[config.mk]
export PLATFORM = sky130hd
export DESIGN_NAME = ultrasonic_filter
export DESIGN_NICKNAME = d
export VERILOG_FILES = /design/src/rtl/ultrasonic_filter.sv
export SDC_FILE = /design/constraint.sdc
export NUM_CORES = 1
export LEC_CHECK = 0
export ABC_AREA = 0
export CAP_MARGIN = 10
export CORE_AREA = 5 5 192 213
export CTS_BUF_LIST = sky130_fd_sc_hd__clkbuf_8
export DETAILED_ROUTE_END_ITERATION = 8
export DIE_AREA = 0 0 197 218
export PLACE_DENSITY = 0.74
export SLEW_MARGIN = 25
export SYNTH_ARGS = -nofsm -noshare
export SYNTH_HDL_FRONTEND = slang
export SYNTH_SLANG_ARGS = --single-unit
[constraint.sdc]
create_clock -name clk -period 5.4 [get_ports clk]
set_input_delay 1.08 -clock clk [delete_from_list [all_inputs] [get_ports clk]]
set_output_delay 1.08 -clock clk [all_outputs]
set_load 0.03 [all_outputs]
[src/rtl/ultrasonic_filter.sv]
// Ultrasonic echo filter: rejects out-of-range echo widths, takes a moving average,
// converts it to centimetres and raises a hysteretic near-obstacle flag for a Nios CPU.
module ultrasonic_filter #(
    parameter int DEPTH     = 4,
    parameter int MAX_COUNT = 1_200_000,
    parameter int CM_MULT   = 362,
    parameter int NEAR_CM   = 20,
    parameter int HYST_CM   = 5
) (
    input  logic        clk,
    input  logic        reset_l,
    input  logic [31:0] sample_data,
    input  logic        sample_valid,
    input  logic [1:0]  avs_address,
    input  logic        avs_read,
    output logic [31:0] avs_readdata,
    output logic        avg_valid,
    output logic        obstacle
);
    localparam int SH = $clog2(DEPTH);

    logic        accept;
    logic        reject;
    logic        in_valid;
    logic [31:0] in_data;
    logic [31:0] smp_buf [DEPTH];
    logic [SH-1:0] wr_ptr;
    logic [33:0] sum;
    logic [7:0]  fill;
    logic [31:0] avg;
    logic        avg_ok;
    logic [15:0] distance_cm;
    logic        dist_ok;
    logic [15:0] reject_cnt;

    assign accept    = sample_valid && (sample_data != 32'd0) && (sample_data <= 32'(MAX_COUNT));
    assign reject    = sample_valid && !accept;
    assign avg_valid = (fill == 8'(DEPTH));

    // Register accepted samples first so the window update is off the input path.
    always_ff @(posedge clk or negedge reset_l) begin
        if (!reset_l) begin
            in_valid <= 1'b0;
            in_data  <= '0;
        end else begin
            in_valid <= accept;
            in_data  <= accept ? sample_data : 32'd0;
        end
    end

    always_ff @(posedge clk or negedge reset_l) begin
        if (!reset_l) begin
            for (int i = 0; i < DEPTH; i++) smp_buf[i] <= '0;
            wr_ptr <= '0;
            sum    <= '0;
            fill   <= '0;
        end else if (in_valid) begin
            smp_buf[wr_ptr] <= in_data;
            sum    <= sum + 34'(in_data) - 34'(smp_buf[wr_ptr]);
            wr_ptr <= (wr_ptr == SH'(DEPTH - 1)) ? '0 : wr_ptr + 1'b1;
            if (fill != 8'(DEPTH)) fill <= fill + 8'd1;
        end
    end

    // ok flags trail the data so a partly filled window never reaches distance/obstacle.
    always_ff @(posedge clk or negedge reset_l) begin
        if (!reset_l) begin
            avg         <= '0;
            avg_ok      <= 1'b0;
            distance_cm <= '0;
            dist_ok     <= 1'b0;
            obstacle    <= 1'b0;
        end else begin
            avg         <= 32'(sum >> SH);
            avg_ok      <= avg_valid;
            distance_cm <= avg_ok ? 16'((64'(avg) * 64'(CM_MULT)) >> 20) : 16'd0;
            dist_ok     <= avg_ok;
            if (!dist_ok)
                obstacle <= 1'b0;
            else if (distance_cm < 16'(NEAR_CM))
                obstacle <= 1'b1;
            else if (distance_cm >= 16'(NEAR_CM + HYST_CM))
                obstacle <= 1'b0;
        end
    end

    always_ff @(posedge clk or negedge reset_l) begin
        if (!reset_l) begin
            reject_cnt <= '0;
        end else if (avs_read && avs_address == 2'd3) begin
            reject_cnt <= reject ? 16'd1 : 16'd0;
        end else if (reject && reject_cnt != 16'hFFFF) begin
            reject_cnt <= reject_cnt + 16'd1;
        end
    end

    always_ff @(posedge clk or negedge reset_l) begin
        if (!reset_l) begin
            avs_readdata <= '0;
        end else if (avs_read) begin
            case (avs_address)
                2'd0:    avs_readdata <= {16'b0, distance_cm};
                2'd1:    avs_readdata <= avg;
                2'd2:    avs_readdata <= {16'b0, fill, 6'b0, obstacle, avg_valid};
                default: avs_readdata <= {16'b0, reject_cnt};
            endcase
        end
    end
endmodule

=== Word-level counts from Yosys, hierarchy flattened ===
Index checks and enable logic that the tools add are counted.

* Register bits after elaboration: 304
* Latch bits: 0
* Memory bits (writable): 0
* Bits in read-only memories: 0
* Input bits: 38
* Output and inout port bits: 34
* Word-level logic and storage cells: 63
* Memories kept: 0

* Add/subtract/negate cells: 5
* Multiply operators: 1
* Divide/modulo/power cells: 0
* $lt $le $gt $ge: 5
* Eq/ne operators: 8
* Shift operators: 0
* Multiplexer cells: 16
* Bitwise logic cells: 1
* Reductions and logical operators: 11

{| class="wikitable"
|+ Operator list
! kind !! number
|-
| 128-bit bitwise mux || 1
|-
| 32-bit 2-to-1 mux || 4
|-
| 32-bit case mux with 3 select lines || 1
|-
| 32-bit binary-select mux with 2-bit select || 1
|-
| 32-bit demux with 2-bit select || 1
|-
| 16-bit 2-to-1 mux || 3
|-
| 32-bit by 8-bit multiplier with 35-bit output, second input constant || 1
|-
| 34-bit by 32-bit adder with 34-bit output || 1
|-
| 34-bit by 32-bit subtractor with 34-bit output || 1
|-
| 32-bit by 21-bit <= comparator with 1-bit output, second input constant || 1
|-
| 32-bit nonzero test || 1
|-
| 16-bit by 1-bit adder with 16-bit output, second input constant || 1
|-
| 16-bit by 5-bit greater-or-equal comparator with 1-bit output, second input constant || 1
|-
| 16-bit by 5-bit less-than comparator with 1-bit output, second input constant || 1
|-
| 16-bit inequality test, second input constant || 1
|-
| 8-bit by 1-bit adder with 8-bit output, second input constant || 1
|-
| 8-bit by 3-bit equality test with 1-bit output, second input constant || 1
|-
| 8-bit by 3-bit inequality test with 1-bit output, second input constant || 1
|-
| 2-bit equality test, second input constant || 3
|-
| 1-bit logical AND || 6
|-
| 1-bit 2-to-1 mux || 4
|-
| 3-bit greater-or-equal comparator, second input constant || 1
|-
| 3-bit by 1-bit less-than comparator with 1-bit output, second input constant || 1
|-
| 3-bit by 1-bit inequality test with 1-bit output, second input constant || 1
|-
| 8 further kinds || 8
|}

=== Depth between registers and ports, before layout ===
Gate-level depths: netlist of the first run.

* Word-level depth: 8
* Gate-level depth with buffers: 18
* Gate-level depth less buffers: 18

=== Worst setup path before layout of the first run ===
No wires, ideal clock.

* Path type: register to register
* From: register wr_ptr[0]
* To: register sum[31]
* Library setup time: 0.069 ns
* Data arrival time: 4.337 ns
* Required time: 5.331 ns
* Setup slack: 0.994 ns
* Cell stages (with the launch flop): 16
* Buffers on the path: 2
* Period minus slack after synthesis: 4.406 ns
* Cell sequence: dfrtp_1 > clkbuf_1 > buf_1 > mux4_2 > fa_1 > inv_1 > ha_1 > a211oi_2 > o21ai_2 > nor2_2 > o31ai_2 > a221oi_2 > o221ai_1 > a21o_1 > a311o_1 > nand3_1

* Word-level cells in the longest chain between the ends: 5

{| class="wikitable"
|+ RTL lines
! what !! line !! RTL
|-
| start, declared || 27 || <nowiki>logic [SH-1:0] wr_ptr;</nowiki>
|-
| start signal, assigned || 60 || <nowiki>wr_ptr <= (wr_ptr == SH'(DEPTH - 1)) ? '0 : wr_ptr + 1'b1;</nowiki>
|-
| 2-bit NOT with 3-bit output (implied by the code) || 59 || <nowiki>sum <= sum + 34'(in_data) - 34'(smp_buf[wr_ptr]);</nowiki>
|-
| 32-bit binary-select mux with 2-bit select || 59 ||
|-
| 32-bit 2-to-1 mux (implied by the code) (2 in a row) || 59 ||
|-
| 34-bit by 32-bit subtractor with 34-bit output || 59 ||
|-
| end signal, assigned || 59 ||
|-
| end, declared || 28 || <nowiki>logic [33:0] sum;</nowiki>
|}

Every way passes these cells. The select of a mux whose other input is x is not followed.
A chain may end at the register's enable or synchronous reset.

=== Worst setup path after layout of the first run ===
* From: register avg[5]
* To: register distance_cm[14]

* Word-level cells in the longest chain between the ends: 2

{| class="wikitable"
|+ RTL lines
! what !! line !! RTL
|-
| start, declared || 30 || <nowiki>logic [31:0] avg;</nowiki>
|-
| start signal, assigned || 74 || <nowiki>avg <= 32'(sum >> SH);</nowiki>
|-
| 32-bit by 8-bit multiplier with 35-bit output || 76 || <nowiki>distance_cm <= avg_ok ? 16'((64'(avg) * 64'(CM_MULT)) >> 20) : 16'd0;</nowiki>
|-
| 16-bit 2-to-1 mux || 76 ||
|-
| end signal, assigned || 76 ||
|-
| end, declared || 32 || <nowiki>logic [15:0] distance_cm;</nowiki>
|}

Every way passes these cells.

==> flow_summary.toml, run 1 <==
[status]
status = "finished clean"

[sta]
relSlewSlack_pct = 43.9
fmax_mhz = 208
grt_setup_unrepaired = "false"
worst_slew_pin_slew_ns = 0.839
setup_tns_ns = 0
skew_ns = 0.0161
layout_worst_path_cycle_share_pct = 88.9
slew_violations = 0
hold_violations = 0
hold_slack_ns = 0.371
period_minus_slack_ns = 4.80
setup_viol_count_final = 0

[die]
die_y_um = 218
dieArea_sq_um = 42900
num_rows = 76
start_util_pct = 49.1
die_width_um = 197
core-area_sq_um = 38600
pin_count = 72

[route]
via_count = 13000
viasPerCell = 5.20
wl_um = 39200
antenna_left = 0
drc_errors = 0
drtPass1Iterations = 5
drt_first_iter_violations = 666
wl_per_cell_um = 15.7

[critical_path]
worstSetupPathType = "reg2reg"
critPathMaxFanout = 7
crit_path_start_kind = "flop"
r2r_slack_ns = 0.60
worstSetupEndpointType = "flop"
cp.required_ns = 5.88
arrival_ns = 5.28

[clock_network]
clock-sinks = 304
cts_root_buf = "clkbuf_8"
clk_pin_slew_worst_paths_ns = 0.07
h-tree-depth = 2
cts_hold_buf = 0
clockBufferDepth = 3
cts_tree = "yes"
cts_resized = 0
cts_inserted_buffers = 49
cts_setup_buffers = 0
insertion_delay_ns = 0.59

[finish]
mostFrequentLayoutCells = "inv_1, dfrtp_1, nand2_1, o21ai_0, ha_1"
nFillCells = 3386
final_common_cell = "inv_1"
layout.cells.non_filler = 2501
nets = 2242
syn2layout_area_growth_pct = 12.2
diodes = 0
finalInstanceArea_sq_um = 21300
layout-drive-gt1-share_pct = 8.83

[min_path]
min_path_type = "reg2reg"

[place]
io_buffers = 71
dp_cells = 2415
dp_hpwl_um = 30300
gp_congestion = 0.888
placed_cell_area_sq_um = 20300

[power]
powerDensity_nw_per_um2 = 218
p_int_w = 0.00350
power_leakage_nw = 10.7
clock_power_share_pct = 42.9
power_frac_comb_pct = 6.7
irDropWorstVdd_mv = 0.155
p_sw_w = 0.00113
share_seq_of_total_power_pct = 50.4
swShare_pct = 24.5

[yosys]
netlist-cell-type-count = 70
synth_area_sq_um = 19000
ys_dominant_reg_cell = "dfrtp_1"
ys_seq_area_share_pct = 40.1
syn_area_per_cell_sq_um = 10.1
async_flop_share_pct = 100
synth_edf_count = 0
ys.warnings.count = 0
syn-instance-count = 1871
ys_seq_elements = 304

[grt]
grt_pass1_wl_um = 67800
track_usage_pct = 19.1
grt_pass1_vias = 13700
grt_max_degree = 104
grt_antenna_before_repair = 0
overflow = 0

[flow_run]
maxCapViolations = 0
==> cell usage after synthesis (all sizes together), types with 11 or more instances <==
cell type  number  area share (%)
inv           318             6.3
dfrtp         304              40
nand2         212             4.2
o21ai         198             5.2
ha            144             9.5
fa            101              11
a21oi          64             1.7
nor2           59             1.2
clkbuf         56             1.1
xor2           46             2.1
and2           43             1.4
mux4           42             5.0
xnor2          39             1.8
a21o           37             1.5
nand3          20            0.61
nand4          20            0.69
a31oi          15            0.49
mux2           15            0.89
mux2i          12            0.63
nor3           11            0.29
nor4           11            0.40
==> registers in the layout (all words and copies together), names as in the netlist <==
name / count
in_data: 32
obstacle: 1
avg: 32
sum: 34
reject_cnt: 16
dist_ok: 1
smp_buf: 128
in_valid: 1
avs_readdata: 32
wr_ptr: 2
avg_ok: 1
fill: 8
distance_cm: 16
==> stage by stage <==
stage                     util [%]  total power [W]  worst slack, ns
after floorplan                  -          0.00255            0.994
after global placement        52.5          0.00268            0.753
after detailed placement      52.6          0.00269            0.656
after CTS                     55.1          0.00471            0.620
after global routing          55.2          0.00485            0.203
final                         55.2          0.00464            0.602
==> logic make-up after synthesis <==
kind of cell / count (synthesis) / synth area share [%]
and+or+nand+nor: 416 / 10.2
buffers and inverters: 384 / 7.66
AOI/OAI and AO/OA: 367 / 11.4
DFF: 304 / 40.1
adders and majority gates: 245 / 20.2
xor gates and xnor gates: 85 / 3.92
muxes: 69 / 6.51
other: 1 / 0.0198
==> area by class of cell <==
class	instances	area [sq um]	share of cell area, %
clock buffers	61	840	3.94
clock inverters	25	161	0.758
inverters	319	1200	5.62
multi-input cells	1193	9960	46.8
flip-flops and latches	304	7610	35.7
well taps	507	634	2.98
repair buffers	92	886	4.16
==> critical path, stage by stage (launching register included) <==
cell and delay [ns]:
dfrtp_1 0.48, ha_1 0.39, xor2_1 0.19, ha_1 0.30, fa_1 0.53, inv_1 0.05
fa_1 0.52, inv_1 0.04, ha_1 0.29, a2111oi_0 0.40, o21ai_0 0.22, o211ai_2 0.26
a22oi_2 0.16, a21oi_2 0.26, o31ai_2 0.12, a31oi_1 0.23, xnor2_1 0.08, and2_1 0.15
==> power by group through the flow <==
stage	Clock [W]	Sequential [W]	Combinational, W
6_report	0.00199	0.00233	0.000312
5_1_grt	0.00216	0.00234	0.000358
4_1_cts	0.00205	0.00233	0.000317
3_5_place_dp	0	0.00237	0.000316
3_3_place_gp	0	0.00237	0.000310
2_1_floorplan	0	0.00238	0.000168
==> path summary, 6_finish.rpt <==
check,endpoint,startpoint,cells after the start
hold / removal,avg[18],sum[20],0
setup / recovery,distance_cm[14],avg[5],17
min in group asynchronous,distance_cm[13],reset_l,1
setup reg to reg,distance_cm[14],avg[5],17
hold reg to reg,avg[18],sum[20],0
max in group asynchronous,smp_buf[119],reset_l,2
==> routing by layer <==
metal / vias to the layer above / routed length [um] / part of all wire, % / global-route usage (%)
met2: 285 / 19700 / 50 / 33.1
met1: 6320 / 17000 / 43 / 25.2
met5: - / 0 / 0 / 0
li1: 6342 / - / - / -
met4: 0 / 928 / 2.4 / 5.66
met3: 70 / 1530 / 3.9 / 2.43
Power figures use the tool's default switching activity.
==> run 2: changes to the inputs <==
--- a/config.mk
+++ b/config.mk
@@ -7,10 +7,10 @@
 export LEC_CHECK = 0
 export ABC_AREA = 0
 export CAP_MARGIN = 10
-export CORE_AREA = 5 5 192 213
+export CORE_AREA = 2 2 189 210
 export CTS_BUF_LIST = sky130_fd_sc_hd__clkbuf_8
 export DETAILED_ROUTE_END_ITERATION = 8
-export DIE_AREA = 0 0 197 218
+export DIE_AREA = 0 0 191 212
 export PLACE_DENSITY = 0.74
 export SLEW_MARGIN = 25
 export SYNTH_ARGS = -nofsm -noshare
==> flow_summary.toml, run 2 (same netlist as run 1, synthesis figures left out) <==
[finish]
nets = 2240
regMostFlops = "smp_buf"
syn2layout_area_growth_pct = 12.3
mostFrequentLayoutCells = "inv_1, dfrtp_1, nand2_1, o21ai_0, ha_1"
final_common_cell = "inv_1"
diodes = 0
layout-drive-gt1-share_pct = 8.58
largest_reg_flops = 128
reg_top3 = "smp_buf (128), sum (34)"
finalInstanceArea_sq_um = 21300
nFillCells = 3296

[min_path]
hp-start = "sum[17]"
min_path_type = "reg2reg"

[sta]
relSlewSlack_pct = 38.9
worst_slew_pin_slew_ns = 0.908
slew_violations = 0
skew_ns = 0.0249
fin_ws_ns = 0.614
setup_viol_count_final = 0
hold_violations = 0
grt_setup_unrepaired = "false"
layout_worst_path_cycle_share_pct = 88.6
period_minus_slack_ns = 4.79
setup_tns_ns = 0
fmax_mhz = 209

[place]
pre_cts_ws_ns = 0.652
io_buffers = 71
dp_hpwl_um = 29600
placed_cell_area_sq_um = 20300
gp_congestion = 0.870

[die]
die_width_um = 191
die_y_um = 212
pin_count = 72
dieArea_sq_um = 40500
core-area_sq_um = 38500
start_util_pct = 49.3
num_rows = 76

[critical_path]
crit_slowest_cell = "fa_1"
critPathMaxFanout = 7
cp_cell_sequence = "ha_1 -> xor2_1 -> ha_1 -> a21o_1 -> fa_1 -> inv_1 -> fa_1 -> inv_1 -> ha_1 -> a2111oi_0 -> o21ai_0 -> o211ai_2 -> a22oi_2 -> a31oi_1 -> nand2b_1 -> nor2b_1 -> xnor2_1 -> and2_1"
path_common_cell = "ha_1"
path_buf_inv = 2
cpLargestDelayFamily = "adder cells"
crit_path_start_kind = "flop"
worstSetupPathType = "reg2reg"
arrival_ns = 5.26
timing.rr.start = "avg[6]"
worstSetupEndpointType = "flop"
crit_start = "avg[6]"
cp.required_ns = 5.88
cpPeakStageDelay_ns = 0.52

[status]
status = "finished clean"

[clock_network]
cts_tree = "yes"
clockBufferDepth = 3
clk_pin_slew_worst_paths_ns = 0.07
cts_inserted_buffers = 49
clock-sinks = 304
cts_hold_buf = 0
cts_resized = 0
insertion_delay_ns = 0.59
cts_root_buf = "clkbuf_8"
h-tree-depth = 2
cts_setup_buffers = 0

[route]
antenna_left = 0
wl_um = 39100
met2_wirelength_um = 19600
top_layer_used = "met4"
drtPass1Iterations = 5
wl_met1_um = 17000
via_count = 13000
wl_met3_um = 1390
wl_per_cell_um = 15.6
viasPerCell = 5.21
drt_first_iter_violations = 708
drc_errors = 0

[grt]
grt_max_degree = 130
overflow = 0
track_usage_pct = 20.3
grt_pass1_wl_um = 66300
grt_pass1_vias = 13600
grt_antenna_before_repair = 0

[power]
powerDensity_nw_per_um2 = 221
power_leakage_nw = 10.7
irDropWorstVdd_mv = 0.148
power_w = 0.00470

[flow_run]
maxCapViolations = 0
run 2: worst paths after layout:
check / end / slack [ns] / cells after the start
min reg2reg: avg[15] / 0.35 / 0
min: avg[15] / 0.35 / 0
min in group asynchronous: avg[27] / 0.40 / 1
max reg2reg: distance_cm[10] / 0.61 / 18
max: distance_cm[10] / 0.61 / 18
max in group asynchronous: in_valid / 3.72 / 3
run 2: layout make-up:
| type | count | area [sq um] | area share (%) |
|---|---|---|---|
| well taps | 507 | 634 | 2.98 |
| repair buffers | 90 | 891 | 4.18 |
| clock inverters | 29 | 214 | 1.00 |
| multi-input cells | 1193 | 9950 | 46.7 |
| inverters | 319 | 1200 | 5.62 |
| clock buffers | 59 | 812 | 3.81 |
| flip-flops and latches | 304 | 7610 | 35.7 |
run 2: metrics by stage:
step | util [%] | cells | hold slack (ns)
floorplan | - | 1881 | 0.354
global placement | 52.6 | 2412 | 0.360
detailed placement | 52.6 | 2412 | 0.359
CTS | 55.3 | 2500 | 0.356
global route | 55.3 | 2501 | 0.381
finish | 55.3 | 2501 | 0.354
run 2: power breakdown:
group | total [W] | internal [W] | switching [W]
combinational | 0.000316 | 0.000126 | 0.000191
sequential | 0.00233 | 0.00231 | 0.0000271
clock | 0.00205 | 0.00114 | 0.000912
total | 0.00470 | 0.00357 | 0.00113
run 2: routing by layer:
| metal | up-vias | global-route usage [%] |
|---|---|---|
| li1 | 6331 | - |
| met1 | 6331 | 26.1 |
| met2 | 272 | 35.4 |
| met3 | 85 | 2.67 |
| met4 | 0 | 6.87 |
| met5 | - | 0 |
==> run 3: changes to the inputs <==
--- a/config.mk
+++ b/config.mk
@@ -9,8 +9,10 @@
 export CAP_MARGIN = 10
 export CORE_AREA = 2 2 189 210
 export CTS_BUF_LIST = sky130_fd_sc_hd__clkbuf_8
+export CTS_CLUSTER_DIAMETER = 60
 export DETAILED_ROUTE_END_ITERATION = 8
 export DIE_AREA = 0 0 191 212
+export GPL_ROUTABILITY_DRIVEN = 1
 export PLACE_DENSITY = 0.74
 export SLEW_MARGIN = 25
 export SYNTH_ARGS = -nofsm -noshare
==> flow_summary.toml, run 3 (same netlist as run 1, synthesis figures left out) <==
[critical_path]
crit_slowest_cell = "fa_1"
worstSetupPathType = "reg2reg"
cpLargestDelayFamily = "adder cells"
cp.depth = 18
critPathMaxFanout = 7
worst-r2r-cell-count = 18
cp_cell_sequence = "ha_1 -> xor2_1 -> ha_1 -> a21o_1 -> fa_1 -> inv_1 -> fa_1 -> inv_1 -> ha_1 -> a2111oi_0 -> o21ai_0 -> o211ai_2 -> a22oi_2 -> a31oi_1 -> nand2b_1 -> nor2b_1 -> xnor2_1 -> and2_1"
cpPeakStageDelay_ns = 0.52
crit_path_start_kind = "flop"
arrival_ns = 5.25
cp.required_ns = 5.88
path_common_cell = "ha_1"
path_buf_inv = 2
worstSetupEndpointType = "flop"

[power]
irDropWorstVdd_mv = 0.147
powerDensity_nw_per_um2 = 221
power_leakage_nw = 10.8

[finish]
layout-drive-gt1-share_pct = 8.61
final_common_cell = "inv_1"
reg_top3 = "smp_buf (128), sum (34)"
final_util_pct = 55.4
syn2layout_area_growth_pct = 12.5
largest_reg_flops = 128
nets = 2241
diodes = 0
regMostFlops = "smp_buf"
mostFrequentLayoutCells = "inv_1, dfrtp_1, nand2_1, o21ai_0, ha_1"
finalInstanceArea_sq_um = 21300

[place]
dp_hpwl_um = 29600
placed_cell_area_sq_um = 20300
gp_congestion = 0.870
io_buffers = 71

[route]
via_count = 13100
drt_first_iter_violations = 672
wl_um = 38800
antenna_left = 0
wl_per_cell_um = 15.5
drtPass1Iterations = 5
viasPerCell = 5.23
drc_errors = 0

[clock_network]
cts_hold_buf = 0
cts_root_buf = "clkbuf_8"
clock-sinks = 304
cts_inserted_buffers = 50
h-tree-depth = 2
cts_tree = "yes"
clk_pin_slew_worst_paths_ns = 0.06
clockBufferDepth = 3
cts_resized = 0
insertion_delay_ns = 0.60
cts_setup_buffers = 0

[min_path]
whs_path_depth = 0
min_path_type = "reg2reg"

[die]
pin_count = 72
num_rows = 76
core-area_sq_um = 38500
dieArea_sq_um = 40500
die_y_um = 212
start_util_pct = 49.3
die_width_um = 191

[flow_run]
maxCapViolations = 0

[sta]
fmax_mhz = 210
skew_ns = 0.0381
hold_violations = 0
setup_tns_ns = 0
relSlewSlack_pct = 38.8
worst_slew_pin_slew_ns = 0.909
period_minus_slack_ns = 4.77
slew_violations = 0
grt_setup_unrepaired = "false"
layout_worst_path_cycle_share_pct = 88.3
setup_viol_count_final = 0

[grt]
track_usage_pct = 20.2
grt_max_degree = 130
grt_pass1_vias = 13600
overflow = 0
grt_antenna_before_repair = 0
grt_pass1_wl_um = 66000

[status]
status = "finished clean"
==> run 3: cell count changes in the layout (fill, tap and decap cells not counted) <==
cell and delta:
inv_1 +2, clkbuf_8 +1, clkinv_2 -2, clkinvlp_4 +2
==> run 3: layout make-up <==
cell class / count / area, sq um
multi-input cells: 1193 / 9950
clock inverters: 31 / 226
inverters: 319 / 1200
clock buffers: 60 / 826
flip-flops and latches: 304 / 7610
repair buffers: 90 / 891
fillers: 3301 / 17200
well taps: 507 / 634
==> run 3: path summary, 6_finish.rpt <==
check / startpoint / to / slack, ns
worst max-delay path: avg[6] / distance_cm[10] / 0.63
worst min-delay path: sum[17] / avg[15] / 0.36
worst max register to register: avg[6] / distance_cm[10] / 0.63
worst min register to register: sum[17] / avg[15] / 0.36
max in group asynchronous: reset_l / in_valid / 3.71
min in group asynchronous: reset_l / avs_readdata[30] / 0.40
==> run 3: metal layers <==
layer	up-vias	global-route usage (%)	part of all wire [%]
li1	6347	-	-
met1	6366	26.0	43
met2	305	35.2	50
met3	87	2.61	3.8
met4	0	6.98	2.7
met5	-	0	0
==> run 3: through the flow <==
stage / power, W / worst slack, ns / cells / hold slack [ns]
6_report: 0.00472 / 0.631 / 2504 / 0.364
5_1_grt: 0.00493 / 0.341 / 2504 / 0.381
4_1_cts: 0.00479 / 0.640 / 2503 / 0.366
3_5_place_dp: 0.00269 / 0.652 / 2412 / 0.359
3_3_place_gp: 0.00268 / 0.733 / 2412 / 0.360
2_1_floorplan: 0.00255 / 0.994 / 1881 / 0.354
==> run 3: power breakdown <==
group / internal [W] / total (W) / leakage, nW / switching [W]
combinational: 0.000126 / 0.000316 / 5.96 / 0.000190
clock: 0.00116 / 0.00208 / 0.599 / 0.000919
sequential: 0.00231 / 0.00233 / 4.19 / 0.0000270
total: 0.00359 / 0.00472 / 10.8 / 0.00114
